[config.mk]
export PLATFORM = sky130hd
export DESIGN_NAME = data_bus_ctrl
export DESIGN_NICKNAME = d
export VERILOG_FILES = /design/src/rtl/data_bus_ctrl.sv
export SDC_FILE = /design/constraint.sdc
export NUM_CORES = 1
export LEC_CHECK = 0
export BUFFER_PORTS_ARGS = -buffer_cell sky130_fd_sc_hd__buf_2
export CAP_MARGIN = 20
export CORE_MARGIN = 10
export CORE_UTILIZATION = 58
export CTS_BUF_LIST = sky130_fd_sc_hd__clkbuf_8
export CTS_CLUSTER_SIZE = 25
export DETAILED_ROUTE_END_ITERATION = 7
export GPL_TIMING_DRIVEN = 0
export PLACE_DENSITY = 0.85
export SYNTH_ARGS = -nofsm -noshare
export SYNTH_HDL_FRONTEND = slang
export SYNTH_SLANG_ARGS = --single-unit
[constraint.sdc]
create_clock -name Clock -period 6.5 [get_ports Clock]
set_input_delay 0.65 -clock Clock [delete_from_list [all_inputs] [get_ports Clock]]
set_output_delay 0.65 -clock Clock [all_outputs]
set_load 0.1 [all_outputs]
[src/rtl/data_bus_ctrl.sv]
// data_bus_ctrl: data-side bus controller for the processor's data port, covering a synchronous RAM with read wait states plus board I/O.
//   Clock, Reset                 single clock, synchronous active-high reset
//   Enable                       0 freezes FSM, counters and all writes
//   DataAddr/DataOut/WriteData/ReadData -> DataIn/DataWaitreq   processor side
//   RamAddr/RamWrData/RamWrEn <- RamQ                          RAM side
//   SW, KEY (async in) -> synchronised;  LEDR, HEX registered outputs
module data_bus_ctrl #(
    parameter int DATA_W      = 16,
    parameter int ADDR_W      = 16,
    parameter int RAM_AW      = 12,
    parameter int WAIT_CYCLES = 1,
    parameter int NUM_HEX     = 6,
    parameter int LED_W       = 10
) (
    input  logic                 Clock,
    input  logic                 Reset,
    input  logic                 Enable,
    input  logic [ADDR_W-1:0]    DataAddr,
    input  logic [DATA_W-1:0]    DataOut,
    input  logic                 WriteData,
    input  logic                 ReadData,
    output logic [DATA_W-1:0]    DataIn,
    output logic                 DataWaitreq,
    output logic [RAM_AW-1:0]    RamAddr,
    output logic [DATA_W-1:0]    RamWrData,
    output logic                 RamWrEn,
    input  logic [DATA_W-1:0]    RamQ,
    input  logic [LED_W-1:0]     SW,
    input  logic [3:0]           KEY,
    output logic [LED_W-1:0]     LEDR,
    output logic [7*NUM_HEX-1:0] HEX
);
    typedef enum logic [1:0] {IDLE, WAIT, DONE} state_t;
    state_t state, state_n;
    logic [15:0] cnt, cnt_n, wait_cnt;
    logic [LED_W-1:0] sw_m, sw_s;
    logic [3:0] key_m, key_s;
    logic [6:0] hex_rd;
    logic [ADDR_W-1:0] hex_idx;
    logic ram_hit, led_sel, hex_sel, sw_sel, key_sel, cnt_sel, rd, wr;
    assign rd      = ReadData & ~WriteData;
    assign wr      = WriteData;
    assign ram_hit = (DataAddr >> RAM_AW) == '0;
    assign led_sel = DataAddr == ADDR_W'(16'h1000);
    assign hex_idx = DataAddr - ADDR_W'(16'h2000);
    assign hex_sel = (DataAddr >= ADDR_W'(16'h2000)) && (hex_idx < ADDR_W'(NUM_HEX));
    assign sw_sel  = DataAddr == ADDR_W'(16'h3000);
    assign key_sel = DataAddr == ADDR_W'(16'h3001);
    assign cnt_sel = DataAddr == ADDR_W'(16'h3002);
    assign RamAddr   = DataAddr[RAM_AW-1:0];
    assign RamWrData = DataOut;
    assign RamWrEn   = wr & ram_hit & (state == IDLE) & Enable;
    // WAIT holds the stall while the counter runs down; leaving on cnt==1 gives exactly WAIT_CYCLES stall cycles
    always_comb begin
        state_n     = state;
        cnt_n       = cnt;
        DataWaitreq = 1'b0;
        if (state == IDLE) begin
            if (rd && ram_hit) begin
                DataWaitreq = 1'b1;
                cnt_n       = 16'(WAIT_CYCLES - 1);
                state_n     = (WAIT_CYCLES > 1) ? WAIT : DONE;
            end
        end else if (state == WAIT) begin
            DataWaitreq = 1'b1;
            cnt_n       = cnt - 16'd1;
            state_n     = (cnt == 16'd1) ? DONE : WAIT;
        end else begin
            state_n = IDLE;
        end
    end
    always_comb begin
        hex_rd = '0;
        for (int i = 0; i < NUM_HEX; i++)
            if (hex_idx == ADDR_W'(i)) hex_rd = HEX[7*i +: 7];
    end
    assign DataIn = !rd     ? '0 :
                    ram_hit ? ((state == DONE) ? RamQ : '0) :
                    led_sel ? DATA_W'(LEDR) :
                    hex_sel ? DATA_W'(hex_rd) :
                    sw_sel  ? DATA_W'(sw_s) :
                    key_sel ? DATA_W'(key_s) :
                    cnt_sel ? DATA_W'(wait_cnt) : '0;
    always_ff @(posedge Clock) begin
        if (Reset) begin
            state    <= IDLE;
            cnt      <= '0;
            wait_cnt <= '0;
            LEDR     <= '0;
            HEX      <= '1;
            sw_m     <= '0;
            sw_s     <= '0;
            key_m    <= '0;
            key_s    <= '0;
        end else begin
            sw_m  <= SW;
            sw_s  <= sw_m;
            key_m <= KEY;
            key_s <= key_m;
            if (Enable) begin
                state <= state_n;
                cnt   <= cnt_n;
                // a clear on the same cycle as a stall wins over the increment
                if (wr && cnt_sel) wait_cnt <= '0;
                else if (DataWaitreq && wait_cnt != 16'hFFFF) wait_cnt <= wait_cnt + 16'd1;
                if (wr && led_sel) LEDR <= DataOut[LED_W-1:0];
                for (int i = 0; i < NUM_HEX; i++)
                    if (wr && hex_sel && hex_idx == ADDR_W'(i)) HEX[7*i +: 7] <= DataOut[6:0];
            end
        end
    end
endmodule

==> summary.md <==
| Metric | Value |
|---|---|
| Status | complete, no violations |
| Critical path data arrival time | 4.15 ns |
| Max-slew violations | 0 |
| DRC violations left | 0 |
| Fmax | 0.208 GHz |
| Flops & latches, synth | 114 |
| Fin crit share | 0.738 |
| Final instance area | 7150 µm² |
| Final setup margin | 1.70 ns |
| Worst Hold Class | input port to flip-flop |
| Antenna violations before repair | 0 |
| Num CTS Buffers | 17 |
| Crit path launch type | input port |
| Clk sink count | 114 |
| Post-CTS sizing | 0 |
| Pwr per Cell Area | 225 nW/µm² |
| Layout area overhead | 23.9% |
| MaxCap Viol Count | 0 |
| Post-detail-place hpwl | 14900 µm |
| Maximum root-to-sink buffer count | 2 |
| Critical Path RT | 5.85 ns |
| Ys Warns | 0 |
| Vias per cell | 5.87 |
| Drt pass-1 iters | 6 |
| Worst r2r src | wait_cnt[2]$_SDFFE_PP0P_ |
| Syn Nets | 738 |
| Top post-synthesis cells by area | dfxtp_1 (40%), nor2b_1 (5.6%), a211o_1 (5.0%) |
| Gr usage total | 0.266 |
| Die area | 14300 µm² |
| Tot Pwr | 1610 µW |
| Maximum vdd ir drop | 230 µV |
| GP Congestion | 0.950 |
| Overflow after GRT | 0 |
| # H-tree levels | 4 |
| Tmin final | 4.80 ns |
| Worst slew margin | 0.501 |
| Main synth FF type | dfxtp_1 |
| R2R depth | 8 |
| Post-DP Area | 6730 µm² |
| Yosys top cell by area | dfxtp_1 |
| WHS Path Cells | 2 |
| Number of library cell types mapped by synthesis | 66 |
| Worst setup EP type | primary output |
| FFs w/ async S/R, synth | 0 |
| CTS tree | done |
| Total setup buffers inserted after CTS | 0 |
| Post-layout nets | 914 |
| Number of global-route vias before repair | 5992 |
| Clock-pin slew on the worst setup and hold paths | 0.08 ns |
| Diode count | 0 |
| Worst Hold Launch | SW[7] |
| Reg2reg end | wait_cnt[2]$_SDFFE_PP0P_ |
| Synth Area per Inst | 8.66 µm² |
| PortBufs | 157 |
| DP Worst Slack | 1.84 ns |
| Post-Syn Area | 5770 µm² |
| Fraction of layout cells with a size suffix above 1 | 0.290 |
| WL per Instance | 19.6 µm |
| Worst Tran Pin Value | 0.743 ns |
| Sequential element share of the synthesized area | 0.395 |
| Die Y | 120 µm |
| Via count | 5804 |
| Post-synth EDFFs | 0 |
| Commonest cells post-synth | dfxtp_1 (114), nor2_1 (67), nor2b_1 (52) |
| Setup tns final | 0 ns |
| Unrepaired setup endpoints after global routing | false |
| Total core area | 9730 µm² |
| # IOs | 165 |
| Hold-fix buffers, CTS | 0 |
| Hold slack final | 0.424 ns |
| Hold EP | sw_m[7]$_SDFF_PP0_ |
| CTS root buffer | clkbuf_8 |
| Total Wirelength | 19400 µm |
| Initial Util | 0.593 |
| First-pass GRT wire length | 30800 µm |
| Crit Path Max Fanout | 10 |
| R2r setup slk | 4.30 ns |
| DIE WIDTH | 120 µm |
| # rows | 36 |
| Synth top area share | 0.395 |
| Mapped Cells | 667 |
| Clock Skew | 0.00945 ns |
| Endpoints failing hold | 0 |
| Count leader, synth | dfxtp_1 |
| 1st-iter DRT viols | 584 |
| Antenna-violating nets left | 0 |
| Final setup violation count | 0 |
| Worst-Skew Late Latency | 0.44 ns |
| Largest net degree at the start of global routing | 17 |
| Critical Setup Path Class | input port to primary output |
| Leak | 0.00292 µW |
## worst max path at each step
| stage | slack, ns | cells after the start | start | to |
|---|---|---|---|---|
| 2_1_floorplan | 0.22 | 11 | DataAddr[13] | DataIn[0] |
| 3_3_place_gp | 1.88 | 12 | DataAddr[13] | DataIn[0] |
| 3_5_place_dp | 1.84 | 12 | DataAddr[13] | DataIn[1] |
| 4_1_cts | 1.82 | 12 | DataAddr[13] | DataIn[1] |
| 5_1_grt | 1.54 | 12 | DataAddr[13] | DataIn[5] |
| 6_report | 1.70 | 12 | DataAddr[13] | DataIn[1] |
## kinds of logic (layout without fill, tap and decap cells)
| group | count (synthesis) | after routing | share of synthesized area |
|---|---|---|---|
| XOR/XNOR | 28 | 28 | 0.0425 |
| AND/OR/NAND/NOR | 278 | 278 | 0.278 |
| adder cells (fa/ha/maj) | 4 | 4 | 0.00867 |
| AO/OA/AOI/OAI | 153 | 153 | 0.186 |
| flip-flops | 114 | 114 | 0.395 |
| buffers and inverters | 82 | 271 | 0.0758 |
| multiplexers | 8 | 8 | 0.0139 |
## state kept, by name, indices dropped and copies added, names as in the netlist
register	cells
wait_cnt	16
key_m	4
cnt	16
sw_s	10
LEDR	10
state	2
HEX	42
key_s	4
sw_m	10
## final cells by class
class	count	area, µm²
multi-input cells	471	3050
fillers	787	2570
flip-flops and latches	114	2280
repair buffers	157	786
plain buffers	64	370
clock buffers	18	248
clock inverters	14	180
well taps	133	166
inverters	18	67.6
## layout by cell type (no fill, tap or decap), types with 4 or more instances in the layout
cell type	netlist	layout
dfxtp_1	114	114
a221oi_1	4	4
nor3_1	12	12
nor2_1	67	67
clkbuf_8	0	18
o2111ai_1	4	4
inv_1	18	18
ha_1	4	4
nand4_1	8	8
and2_1	9	9
and4_1	6	6
a22o_1	6	6
nor3_2	4	4
clkbuf_1	22	22
nor4_1	7	7
a22oi_1	7	7
buf_2	8	165
nand3b_1	7	7
a211o_1	33	33
nand3_1	19	19
o21bai_1	5	5
xnor2_1	11	11
and3_1	6	6
nor2b_1	52	52
xor2_1	17	17
nand2_1	50	50
o21ai_0	17	17
nor4_4	5	5
buf_4	30	30
mux2i_1	8	8
a21oi_1	45	45
clkinv_4	0	6
## per-layer routing
| metal | part of all wire | GRT usage | vias to the layer above | wire, µm |
|---|---|---|---|---|
| met5 | 0 | 0 | - | 0 |
| met4 | 0.033 | 0.121 | 0 | 635 |
| met3 | 0.099 | 0.0849 | 56 | 1910 |
| met2 | 0.48 | 0.450 | 320 | 9370 |
| met1 | 0.38 | 0.300 | 2725 | 7440 |
| li1 | - | - | 2703 | - |
## where the power goes
group | internal, µW | switching, µW | total (µW)
combinational | 48.7 | 140 | 189
clock | 394 | 314 | 708
sequential | 707 | 3.13 | 710
total | 1150 | 458 | 1610
## through the flow
stage,utilization,instances
floorplan,-,667
global placement,0.691,957
detailed placement,0.691,957
CTS,0.735,989
global route,0.735,989
finish,0.735,989
## critical path, stage by stage
cell	delay, ns
buf_2	0.19
buf_1	0.49
inv_1	0.10
ha_1	0.23
xnor2_1	0.23
nand2_1	0.25
buf_2	0.26
or3_1	0.39
o2bb2ai_1	0.26
a2111oi_0	0.12
nor4_1	0.46
buf_2	0.51
Note: power is estimated with default switching activity, not from simulation.
